[src/rtl/r32_ctrl_seq_if.sv]
// r32_ctrl_seq_if: start strobe plus status and select bundle between the frame loader and the sequencer.
// master: drives start and observes every status and select line (frame loader side).
// slave : receives start and drives busy, done, sel1, sel5, sel6, sel4, sel, sel2, sel7, clr and En.
interface r32_ctrl_seq_if;
   logic start, busy, done, sel1, sel5, sel6, sel4, sel, sel2, sel7, clr, En;
   modport master (output start, input busy, done, sel1, sel5, sel6, sel4, sel, sel2, sel7, clr, En);
   modport slave (input start, output busy, done, sel1, sel5, sel6, sel4, sel, sel2, sel7, clr, En);
endinterface

[src/rtl/r32_ctrl_seq.sv]
// r32_ctrl_seq: control sequencer producing the Radix-3^2 butterfly selects, clear pulse and enable.
// Ports: clk, rst (async, active-high), bus (slave side): start in; busy, done, sel1, sel5, sel6,
// sel4, sel, sel2, sel7, clr, En out. All outputs come straight from flops.
module r32_ctrl_seq #(
   parameter int unsigned LEN     = 64,
   parameter int unsigned OFF_S4  = 4,
   parameter int unsigned OFF_S   = 5,
   parameter int unsigned OFF_S2  = 7,
   parameter int unsigned OFF_S7  = 8,
   parameter int unsigned OFF_CLR = 11
) (
   input  logic               clk,
   input  logic               rst,
   r32_ctrl_seq_if.slave      bus
);
   typedef enum logic {IDLE, RUN} state_t;
   localparam logic [15:0] LAST = 16'(LEN - 1);
   // Slot order: sel1, sel5, sel6, sel4, sel, sel2, sel7, clr (index 0..7).
   localparam logic [7:0][15:0] OFFS = {16'(OFF_CLR), 16'(OFF_S7), 16'(OFF_S2), 16'(OFF_S),
                                        16'(OFF_S4), 16'd0, 16'd0, 16'd0};
   localparam logic [7:0][2:0] MODS = {3'd3, 3'd6, 3'd3, 3'd3, 3'd6, 3'd3, 3'd3, 3'd2};
   state_t state, state_n;
   logic [15:0] cnt, cnt_n, nk;
   logic [7:0][2:0] ph, ph_n;
   logic [7:0] act;
   logic [10:0] outs_n;
   logic run_n;
   always_ff @(posedge clk or posedge rst)
      if (rst) state <= IDLE;
      else state <= state_n;
   always_comb
      state_n = state == IDLE ? (bus.start ? RUN : IDLE) : (cnt == LAST ? IDLE : RUN);
   // nk is the cycle index the next edge registers; phases and outputs are computed for it so
   // the registered values line up with the cycle they belong to.
   always_comb begin
      run_n = state_n == RUN;
      nk = state == IDLE ? 16'd0 : cnt + 16'd1;
      cnt_n = run_n ? nk : 16'd0;
      for (int i = 0; i < 8; i++) begin
         act[i] = run_n && nk >= OFFS[i];
         ph_n[i] = (!act[i] || nk == OFFS[i] || ph[i] == MODS[i] - 3'd1) ? 3'd0 : ph[i] + 3'd1;
      end
      outs_n = {run_n, state == RUN && state_n == IDLE,
                act[0] && ph_n[0] == 3'd1,
                act[1] && ph_n[1] != 3'd1,
                act[2] && ph_n[2] == 3'd0,
                act[3] && ph_n[3] >= 3'd3,
                act[4] && ph_n[4] != 3'd0,
                act[5] && ph_n[5] != 3'd0,
                act[6] && ph_n[6] >= 3'd3,
                act[7] && ph_n[7] == 3'd0,
                act[7]};
   end
   always_ff @(posedge clk or posedge rst)
      if (rst) begin
         cnt <= '0;
         ph <= '0;
         {bus.busy, bus.done, bus.sel1, bus.sel5, bus.sel6, bus.sel4, bus.sel, bus.sel2, bus.sel7, bus.clr, bus.En} <= '0;
      end else begin
         cnt <= cnt_n;
         ph <= ph_n;
         {bus.busy, bus.done, bus.sel1, bus.sel5, bus.sel6, bus.sel4, bus.sel, bus.sel2, bus.sel7, bus.clr, bus.En} <= outs_n;
      end
endmodule

[src/flat_wrapper.sv]
// flat-port wrapper written by rule: the top's interface ports become plain ports
module r32_ctrl_seq_flat 
#(
   parameter int unsigned LEN     = 64,
   parameter int unsigned OFF_S4  = 4,
   parameter int unsigned OFF_S   = 5,
   parameter int unsigned OFF_S2  = 7,
   parameter int unsigned OFF_S7  = 8,
   parameter int unsigned OFF_CLR = 11
)
  (clk, rst, bus_start, bus_busy, bus_done, bus_sel1, bus_sel5, bus_sel6, bus_sel4, bus_sel, bus_sel2, bus_sel7, bus_clr, bus_En);
  r32_ctrl_seq_if bus_i ();
  input  logic clk;
  input  logic rst;
  input wire logic [$bits(bus_i.start)-1:0] bus_start;
  output wire logic [$bits(bus_i.busy)-1:0] bus_busy;
  output wire logic [$bits(bus_i.done)-1:0] bus_done;
  output wire logic [$bits(bus_i.sel1)-1:0] bus_sel1;
  output wire logic [$bits(bus_i.sel5)-1:0] bus_sel5;
  output wire logic [$bits(bus_i.sel6)-1:0] bus_sel6;
  output wire logic [$bits(bus_i.sel4)-1:0] bus_sel4;
  output wire logic [$bits(bus_i.sel)-1:0] bus_sel;
  output wire logic [$bits(bus_i.sel2)-1:0] bus_sel2;
  output wire logic [$bits(bus_i.sel7)-1:0] bus_sel7;
  output wire logic [$bits(bus_i.clr)-1:0] bus_clr;
  output wire logic [$bits(bus_i.En)-1:0] bus_En;
  assign bus_i.start = bus_start;
  assign bus_busy = bus_i.busy;
  assign bus_done = bus_i.done;
  assign bus_sel1 = bus_i.sel1;
  assign bus_sel5 = bus_i.sel5;
  assign bus_sel6 = bus_i.sel6;
  assign bus_sel4 = bus_i.sel4;
  assign bus_sel = bus_i.sel;
  assign bus_sel2 = bus_i.sel2;
  assign bus_sel7 = bus_i.sel7;
  assign bus_clr = bus_i.clr;
  assign bus_En = bus_i.En;
  r32_ctrl_seq #(.LEN(LEN), .OFF_S4(OFF_S4), .OFF_S(OFF_S), .OFF_S2(OFF_S2), .OFF_S7(OFF_S7), .OFF_CLR(OFF_CLR)) u_core (.clk(clk), .rst(rst), .bus(bus_i));
endmodule
[config.mk]
export PLATFORM = sky130hd
export DESIGN_NAME = r32_ctrl_seq_flat
export DESIGN_NICKNAME = d
export VERILOG_FILES = /design/src/rtl/r32_ctrl_seq_if.sv /design/src/rtl/r32_ctrl_seq.sv /design/src/flat_wrapper.sv
export SDC_FILE = /design/constraint.sdc
export NUM_CORES = 1
export LEC_CHECK = 0
export CORE_MARGIN = 4
export CORE_UTILIZATION = 40
export DETAILED_ROUTE_END_ITERATION = 8
export PLACE_DENSITY = 0.67
export SLEW_MARGIN = 10
export SYNTH_ARGS = -nofsm -noshare
export SYNTH_HDL_FRONTEND = slang
export SYNTH_SLANG_ARGS = --single-unit
[constraint.sdc]
create_clock -name clk -period 5.85 [get_ports clk]
set_clock_uncertainty 0.15 [all_clocks]
set_input_delay 1.17 -clock clk [delete_from_list [all_inputs] [get_ports clk]]
set_output_delay 1.17 -clock clk [all_outputs]
set_load 0.01 [all_outputs]
======== Yosys cells after proc, flatten, opt, wreduce, memory -nomap -nowiden ========
Cells that the tools add are included.
word-level totals
  input bits .............................. 3
  register bits ........................... 51
  logic and storage cells ................. 107
  output and inout port bits .............. 11
operators by class
  multiplexer cells ....................... 13
  bitwise gates (word level) .............. 1
  reductions and logical operators ........ 40
  magnitude comparators ................... 8
  equal/unequal tests ..................... 16
  add/subtract/negate cells ............... 9
operator list
  kind                                                                 count
  == test 16 x 3 -> 1 bit (second input constant)                      3
  greater-or-equal comparator 16 x 3 -> 1 bit (second input constant)  3
  == test 16 x 4 -> 1 bit (second input constant)                      2
  greater-or-equal comparator 16 x 4 -> 1 bit (second input constant)  2
  2-to-1 mux 16 bit                                                    2
  adder 3 x 1 -> 3 bit (second input constant)                         8
  2-to-1 mux 3 bit                                                     8
  adder 16 x 1 -> 16 bit (second input constant)                       1
  == test 16 x 6 -> 1 bit (second input constant)                      1
  greater-or-equal comparator 16 x 1 -> 1 bit (second input constant)  1
  zero test 16 bit                                                     1
  == test 3 x 2 -> 1 bit (second input constant)                       5
  logical AND 1 bit                                                    15
  logical OR 1 bit                                                     14
  == test 3 x 1 -> 1 bit (second input constant)                       2
  == test 3 bit (second input constant)                                2
  greater-or-equal comparator 3 x 2 -> 1 bit (second input constant)   2
  zero test 1 bit                                                      6
  zero test 3 bit                                                      2
  nonzero test 3 bit                                                   2
  2-to-1 mux 1 bit                                                     3
  != test 3 x 1 -> 1 bit (second input constant)                       1
  NOT 1 bit                                                            1

======== Longest topological paths before layout ========
Gate-level depths: netlist (run 1).
  depth in word-level cells ............... 10
  mapped depth ............................ 10
  depth with buffers taken out ............ 9

======== Worst setup path after synthesis (run 1) ========
OpenSTA, ideal clock, no wires.
  path type ............................... reg2reg
  start point ............................. register u_core.cnt[0]
  end point ............................... register u_core.bus.sel6
  path slack .............................. 3309 ps
  data arrival time ....................... 2317 ps
  path buffers ............................ 1
  cell stages (with the launch flop) ...... 9
  clock period less this slack ............ 2541 ps
  cell sequence ........................... dfrtp_1 -> ha_1 -> and3_1 -> buf_2 -> a31o_1 -> a21o_1 -> a311o_1 -> or4_4 -> o21ai_2
between the ends
  cells in the longest elaborated chain, start to end .. 10
ends and longest elaborated chain
  element                                                                                 line                                    RTL
  start, declared                                                                         r32_ctrl_seq.sv:23                      logic [15:0] cnt, cnt_n, nk;
  start signal, assigned                                                                  r32_ctrl_seq.sv:60                      cnt <= cnt_n;
  adder 16 x 1 -> 16 bit / == test 16 x 6 -> 1 bit (equally long branches)                r32_ctrl_seq.sv:37, r32_ctrl_seq.sv:32
  2-to-1 mux 16 bit / 2-to-1 mux 1 bit (equally long branches)                            r32_ctrl_seq.sv:37, r32_ctrl_seq.sv:32
  greater-or-equal comparator 16 x 1 -> 1 bit / 2-to-1 mux 1 bit (equally long branches)  r32_ctrl_seq.sv:40, r32_ctrl_seq.sv:32
  logical AND 1 bit                                                                       r32_ctrl_seq.sv:40                      act[i] = run_n && nk >= OFFS[i];
  zero test 1 bit                                                                         r32_ctrl_seq.sv:41                      ph_n[i] = (!act[i] || nk == OFFS[i] || ph[i] == MODS[i] - 3'd1) ? 3'd0 : ph[i] + 3'd1;
  logical OR 1 bit (2 in series)                                                          r32_ctrl_seq.sv:41
  2-to-1 mux 3 bit                                                                        r32_ctrl_seq.sv:41
  zero test 3 bit                                                                         r32_ctrl_seq.sv:46                      act[2] && ph_n[2] == 3'd0,
  logical AND 1 bit *                                                                     r32_ctrl_seq.sv:46
  via u_core.outs_n[6]                                                                    r32_ctrl_seq.sv:26                      logic [10:0] outs_n;
  end signal, assigned                                                                    r32_ctrl_seq.sv:62                      {bus.busy, bus.done, bus.sel1, bus.sel5, bus.sel6, bus.sel4, bus.sel, bus.sel2, bus.sel7, bus.clr, bus.En} <= ...
  end, declared                                                                           r32_ctrl_seq_if.sv:7                    modport slave (input start, output busy, done, sel1, sel5, sel6, sel4, sel, sel2, sel7, clr, En);
The timed path passes the listed nets; every way through them passes the cells marked *.

==> results of run 1 <==
==> final cells by class <==
cell class,count,share of cell area
multi-input cells,188,0.476
clock buffers,6,0.0227
flip-flops and latches,51,0.399
inverters,12,0.0141
clock inverters,2,0.00548
repair buffers,15,0.0454
well taps,96,0.0376
==> layout by cell type (no fill, tap or decap), drive strengths merged, types with 3 or more instances in the layout <==
cell type	instances
dfrtp	51
ha	17
a2111oi	16
clkdlybuf4s50	13
nand2	12
nor2	12
inv	12
nand3	12
nor4	11
xnor2	10
mux2i	7
nor2b	7
and3	6
nand2b	6
and2	6
a21oi	6
nor3	6
clkbuf	6
nand4	6
a21boi	6
o21ai	5
a211oi	4
or4	4
and4	3
or3	3
==> flip-flops by register name, summed over array words and instances (netlist names) <==
register	flops
u_core.bus.sel	1
u_core.bus.sel1	1
u_core.bus.En	1
u_core.bus.sel4	1
u_core.cnt	16
u_core.bus.sel2	1
u_core.bus.clr	1
u_core.bus.done	1
u_core.state	1
u_core.bus.sel7	1
u_core.bus.sel6	1
u_core.ph	24
u_core.bus.sel5	1
==> worst register-to-register path: cells and delay by family, from the launching register on <==
kind | cells | cell delay (ns)
AO/OA/AOI/OAI | 2 | 0.38
adder cells (fa/ha/maj) | 1 | 0.30
buffers and inverters | 1 | 0.33
flip-flops | 1 | 0.48
AND/OR/NAND/NOR | 4 | 1.31
==> kinds of logic (layout without fill, tap and decap cells) <==
group,count (synthesis),after routing,synth area share
xor gates and xnor gates,12,12,0.0359
and+or+nand+nor,98,98,0.210
AOI/OAI and AO/OA,54,54,0.177
DFF,51,51,0.436
muxes,7,7,0.0240
buffers and inverters,28,35,0.0445
adders and majority gates,17,17,0.0727
==> layer usage <==
| metal | vias to the layer above | share of wire |
|---|---|---|
| li1 | 1007 | - |
| met5 | - | 0 |
| met1 | 1027 | 0.46 |
| met4 | 0 | 0.012 |
| met2 | 33 | 0.49 |
| met3 | 7 | 0.035 |
==> cells in the mapped netlist, types with 4 or more instances <==
cell       count
buf_2          8
nor4_1         9
xnor2_1       10
a2111oi_0      6
clkbuf_1       5
nand2b_1       6
nor2b_1        7
a211oi_1       4
a21oi_1        6
nand4_1        4
inv_1         12
ha_1          17
mux2i_1        7
and2_1         6
and3_1         6
a21boi_0       4
nand3_1       10
nand2_1       12
nor3_1         5
nor2_1        12
dfrtp_1       51
a2111oi_2      8
==> final timing paths <==
| kind | start | to | slack, ns | cells past startpoint |
|---|---|---|---|---|
| min in group asynchronous | rst | u_core.cnt[12]$_DFF_PP0_ | 1.19 | 3 |
| min | u_core.ph[15]$_DFF_PP0_ | u_core.ph[15]$_DFF_PP0_ | 0.35 | 1 |
| max | u_core.state$_DFF_PP0_ | bus_busy | 2.67 | 1 |
| max reg2reg | u_core.cnt[0]$_DFF_PP0_ | u_core.bus.sel1$_DFF_PP0_ | 2.84 | 8 |
| max in group asynchronous | rst | u_core.ph[2]$_DFF_PP0_ | 3.92 | 3 |
| min reg2reg | u_core.ph[15]$_DFF_PP0_ | u_core.ph[15]$_DFF_PP0_ | 0.35 | 1 |
==> power by group <==
part	total (mW)	internal [mW]	switching, mW	leakage, nW
logic	0.833	0.394	0.439	0.670
clock network	0.208	0.0862	0.122	0.0454
registers	0.628	0.492	0.136	0.638
total	1.67	0.973	0.697	1.35
==> metrics by stage <==
stage	hold slack, ns	setup slack, ns	std cells	cell area (sq um)
after CTS	0.351	2.66	370	3200
final	0.350	2.67	370	3200
after detailed placement	0.343	2.63	362	3110
after global routing	0.386	2.53	370	3200
after floorplan	0.308	3.30	267	2920
after global placement	0.337	2.64	362	3110
==> impl_metrics.py, run 1 <==
metrics = {
    "placed_design": {
        "hpwl_um": 3910,
        "gp_congestion": 0.814,
        "port_buffers": 13,
    },
    "grt": {
        "grt_pass1_vias": 2038,
        "antenna_found_initial": 0,
        "use_met1": 0.176,
        "use_met3": 0.0306,
        "grt_pass1_wl_um": 9660,
        "grt_overflow_total": 0,
        "busiest_layer": "met2",
        "use_met2": 0.230,
        "globalRouteTotalUtil": 0.137,
        "grt_max_degree": 52,
    },
    "synth": {
        "synth_edf_count": 0,
        "ys_seq_elements": 51,
        "synthArstFlopShare": 1.00,
        "ys_seq_area_frac": 0.436,
        "yosysUniqueCellTypes": 57,
        "netlist.area_leader.share": 0.436,
        "synthFlopType": "dfrtp_1",
        "syn_area_sq_um": 2920,
        "avgSynthCellArea_sq_um": 11.0,
        "synth_cells": 267,
        "syn_nets": 287,
        "synthTopCellsByArea": "dfrtp_1 (44%), ha_1 (7.3%), a2111oi_2 (4.1%)",
        "ys_warn_count": 0,
        "synth_area_leader_cell": "dfrtp_1",
    },
    "setup_path": {
        "cp_top_family": "flip-flops",
        "startpoint_type": "flop",
        "crit_path_max_fanout": 28,
        "cp-end-kind": "output port",
        "path_class": "reg -> out",
        "crit_chain": "clkdlybuf4s50_1",
        "cp.required_ns": 4.53,
        "slowest_stage": "dfrtp_1",
        "timing.critical_path.buf_inv": 1,
        "worstPathArrival_ns": 1.86,
        "slowest_delay_ns": 0.87,
    },
    "route": {
        "routedWlPerCell_um": 15.2,
        "drt_iter0_drc": 88,
        "ant_nets": 0,
        "route.vias.total": 2074,
        "drt_first_pass_iters": 4,
        "drc": 0,
        "wirelength_um": 5610,
        "via_per_inst": 5.61,
    },
    "floorplanning": {
        "die_y_um": 93.5,
        "num_rows": 30,
        "die-area_sq_um": 8740,
        "ios": 14,
        "initial_core_util": 0.421,
        "fp.dieW_um": 93.5,
        "core_area_sq_um": 6940,
    },
    "final_layout": {
        "final_nets": 293,
        "drive_above_1_share": 0.139,
        "seq_area_sq_um": 1280,
        "final_util": 0.461,
        "insertedDiodeCount": 0,
        "fillers": 646,
        "syn2layout_area_growth_pct": 9.37,
        "multi_input_area_sq_um": 1520,
    },
    "sta": {
        "period_share": 0.543,
        "period_needed_ns": 3.18,
        "relSlewSlack": 0.225,
        "setup_viol": 0,
        "slew_violations": 0,
        "rsz0062_at_grt": "false",
        "tns_ns": 0,
        "fmax_mhz": 315,
        "hold_viol": 0,
        "tightestPinTransition_ns": 1.16,
    },
    "pwr": {
        "p_leak_nw": 1.35,
        "ir_worst_vdd_mv": 0.237,
        "totalPowerFinal_mw": 1.67,
        "powerDensity_nw_per_um2": 522,
    },
    "cts": {
        "root_buffer": "clkbuf_8",
        "cts_resized": 0,
        "cts_sinks": 51,
        "h-tree-depth": 2,
        "cts_tree": "yes",
        "clock_path_buffers": 2,
        "cts_buffers": 5,
        "clk_latency_ns": 0.30,
        "cts_hold_buf": 0,
        "cts_setup_buffers": 0,
        "cts.reportedPaths.clkPinSlew_ns": 0.10,
    },
    "worst_hold_path": {
        "hold_class": "reg -> reg",
    },
    "status": {
        "status": "completed",
    },
    "run": {
        "max_cap_viol_count": 0,
    },
}
No activity file was read; power rests on OpenSTA's default activity.
==> run 2: changes to the inputs <==
==> constraint.sdc (replaced) <==
create_clock -name clk -period 3.24 [get_ports clk]
set_clock_uncertainty 0.15 [all_clocks]
set_input_delay 0.648 -clock clk [delete_from_list [all_inputs] [get_ports clk]]
set_output_delay 0.648 -clock clk [all_outputs]
set_load 0.01 [all_outputs]
==> run 2 against run 1 <==
Compared with the run above: utilization grew 0.67 points; sequential power grew 78%; cell area grew 1.4%; via count shrank 3.5%; count of clock-buffer cells in the layout shrank 1; combinational power grew 84%; sequential cell count is the same; register-to-register slack lost 2.4 ns; die area is the same; total power grew 85%; setup slack lost 2.3 ns.
==> impl_metrics.py, run 2 (synthesis results as in run 1) <==
metrics = {
    "sta": {
        "period_share": 0.873,
        "worst_slack_ns": 0.410,
        "fmax_mhz": 353,
        "tns_ns": 0,
        "rsz0062_at_grt": "false",
        "relSlewSlack": 0.636,
        "hold_viol": 0,
        "holdWs_ns": 0.346,
        "period_needed_ns": 2.83,
        "tightestPinTransition_ns": 0.545,
        "slew_violations": 0,
        "setup_viol": 0,
    },
    "final_layout": {
        "top_register": "u_core.ph",
        "insertedDiodeCount": 0,
        "largest_register_ffs": 24,
        "final_cells": 373,
        "drive_above_1_share": 0.152,
        "syn2layout_area_growth_pct": 11.0,
        "final_common_cell": "dfrtp_1",
        "final_nets": 297,
        "final_cell_mix": "dfrtp_1 (51), ha_1 (17), clkdlybuf4s50_1 (13)",
        "final_util": 0.467,
        "top_regs": "u_core.ph (24), u_core.cnt (16)",
    },
    "route": {
        "routedWlPerCell_um": 14.5,
        "via_per_inst": 5.37,
        "drt_iter0_drc": 94,
        "drc": 0,
        "route.vias.total": 2002,
        "wirelength_um": 5410,
        "ant_nets": 0,
        "drt_first_pass_iters": 4,
    },
    "grt": {
        "globalRouteTotalUtil": 0.136,
        "grt_max_degree": 27,
        "grt_pass1_vias": 2010,
        "grt_overflow_total": 0,
        "antenna_found_initial": 0,
        "grt_pass1_wl_um": 9630,
    },
    "setup_path": {
        "cp_top_family": "simple AND/OR/NAND/NOR gates",
        "cp-end-kind": "flop",
        "reg2reg_slack_ns": 0.41,
        "startpoint_type": "flop",
        "crit_chain": "ha_1 -> and3_1 -> nand4_1 -> or3_1 -> a211oi_1 -> and4_4 -> a2111oi_0",
        "reg2reg_to": "u_core.ph[7]$_DFF_PP0_",
        "worstPathArrival_ns": 2.84,
        "reg2reg_from": "u_core.cnt[0]$_DFF_PP0_",
        "cp.required_ns": 3.26,
        "crit_path_max_fanout": 22,
        "r2r.worst_path.cells": 7,
        "timing.critical_path.buf_inv": 0,
        "slowest_stage": "and4_4",
        "path_class": "reg -> reg",
        "slowest_delay_ns": 0.50,
    },
    "worst_hold_path": {
        "holdPathStages": 1,
        "min_to": "u_core.ph[21]$_DFF_PP0_",
        "hold_class": "reg -> reg",
        "hp-start": "u_core.ph[21]$_DFF_PP0_",
    },
    "floorplanning": {
        "num_rows": 30,
        "core_area_sq_um": 6940,
        "ios": 14,
        "die_y_um": 93.5,
        "fp.dieW_um": 93.5,
        "die-area_sq_um": 8740,
        "initial_core_util": 0.421,
    },
    "cts": {
        "cts_tree": "yes",
        "cts_hold_buf": 0,
        "cts.reportedPaths.clkPinSlew_ns": 0.09,
        "h-tree-depth": 2,
        "cts_setup_buffers": 0,
        "clk_latency_ns": 0.30,
        "cts_resized": 0,
        "cts_sinks": 51,
        "clock_path_buffers": 2,
        "root_buffer": "clkbuf_8",
        "cts_buffers": 5,
    },
    "placed_design": {
        "dp.cells": 366,
        "hpwl_um": 3970,
        "port_buffers": 13,
        "gp_congestion": 0.823,
        "dp_slack_ns": 0.443,
    },
    "pwr": {
        "powerDensity_nw_per_um2": 950,
        "p_leak_nw": 1.38,
        "ir_worst_vdd_mv": 0.432,
    },
    "run": {
        "max_cap_viol_count": 0,
    },
    "status": {
        "status": "completed",
    },
}
run 2: cell count changes in the layout (fill, tap and decap cells not counted):
cell / change
buf_4: +4
clkinvlp_4: +1
bufinv_16: +1
clkbuf_1: -1
clkinv_4: -2
run 2: worst max path at each step:
| stage | start | endpoint | depth (start not counted) |
|---|---|---|---|
| after detailed placement | u_core.cnt[0]$_DFF_PP0_ | u_core.ph[7]$_DFF_PP0_ | 7 |
| final | u_core.cnt[0]$_DFF_PP0_ | u_core.ph[7]$_DFF_PP0_ | 7 |
| after floorplan | u_core.cnt[0]$_DFF_PP0_ | u_core.bus.sel6$_DFF_PP0_ | 8 |
| after global routing | u_core.cnt[0]$_DFF_PP0_ | u_core.ph[7]$_DFF_PP0_ | 7 |
| after global placement | u_core.cnt[0]$_DFF_PP0_ | u_core.bus.sel1$_DFF_PP0_ | 7 |
| after CTS | u_core.cnt[0]$_DFF_PP0_ | u_core.ph[7]$_DFF_PP0_ | 7 |
run 2: layout make-up:
class / count / area, sq um
fillers: 640 / 3700
multi-input cells: 188 / 1520
clock buffers: 5 / 68.8
flip-flops and latches: 51 / 1280
well taps: 96 / 120
clock inverters: 2 / 37.5
inverters: 12 / 45.0
repair buffers: 19 / 175
run 2: through the flow:
stage	area (sq um)	power (mW)
final	3240	3.08
after CTS	3240	3.13
after global placement	3140	2.64
after global routing	3240	3.37
after detailed placement	3140	2.68
after floorplan	2920	2.32
run 2: per-layer routing:
layer,track usage,share of wire
met5,0,0
met4,0.0256,0.0057
met3,0.0298,0.032
met2,0.222,0.48
met1,0.188,0.48
run 2: worst reg2reg max path, cell delays in order (launching register included):
cell	delay (ns)
dfrtp_1	0.48
ha_1	0.28
and3_1	0.29
nand4_1	0.11
or3_1	0.38
a211oi_1	0.33
and4_4	0.50
a2111oi_0	0.17
run 2: where the power goes:
group | internal, mW | switching (mW)
clock network | 0.226 | 0.209
registers | 0.888 | 0.232
logic | 0.732 | 0.797
total | 1.85 | 1.24
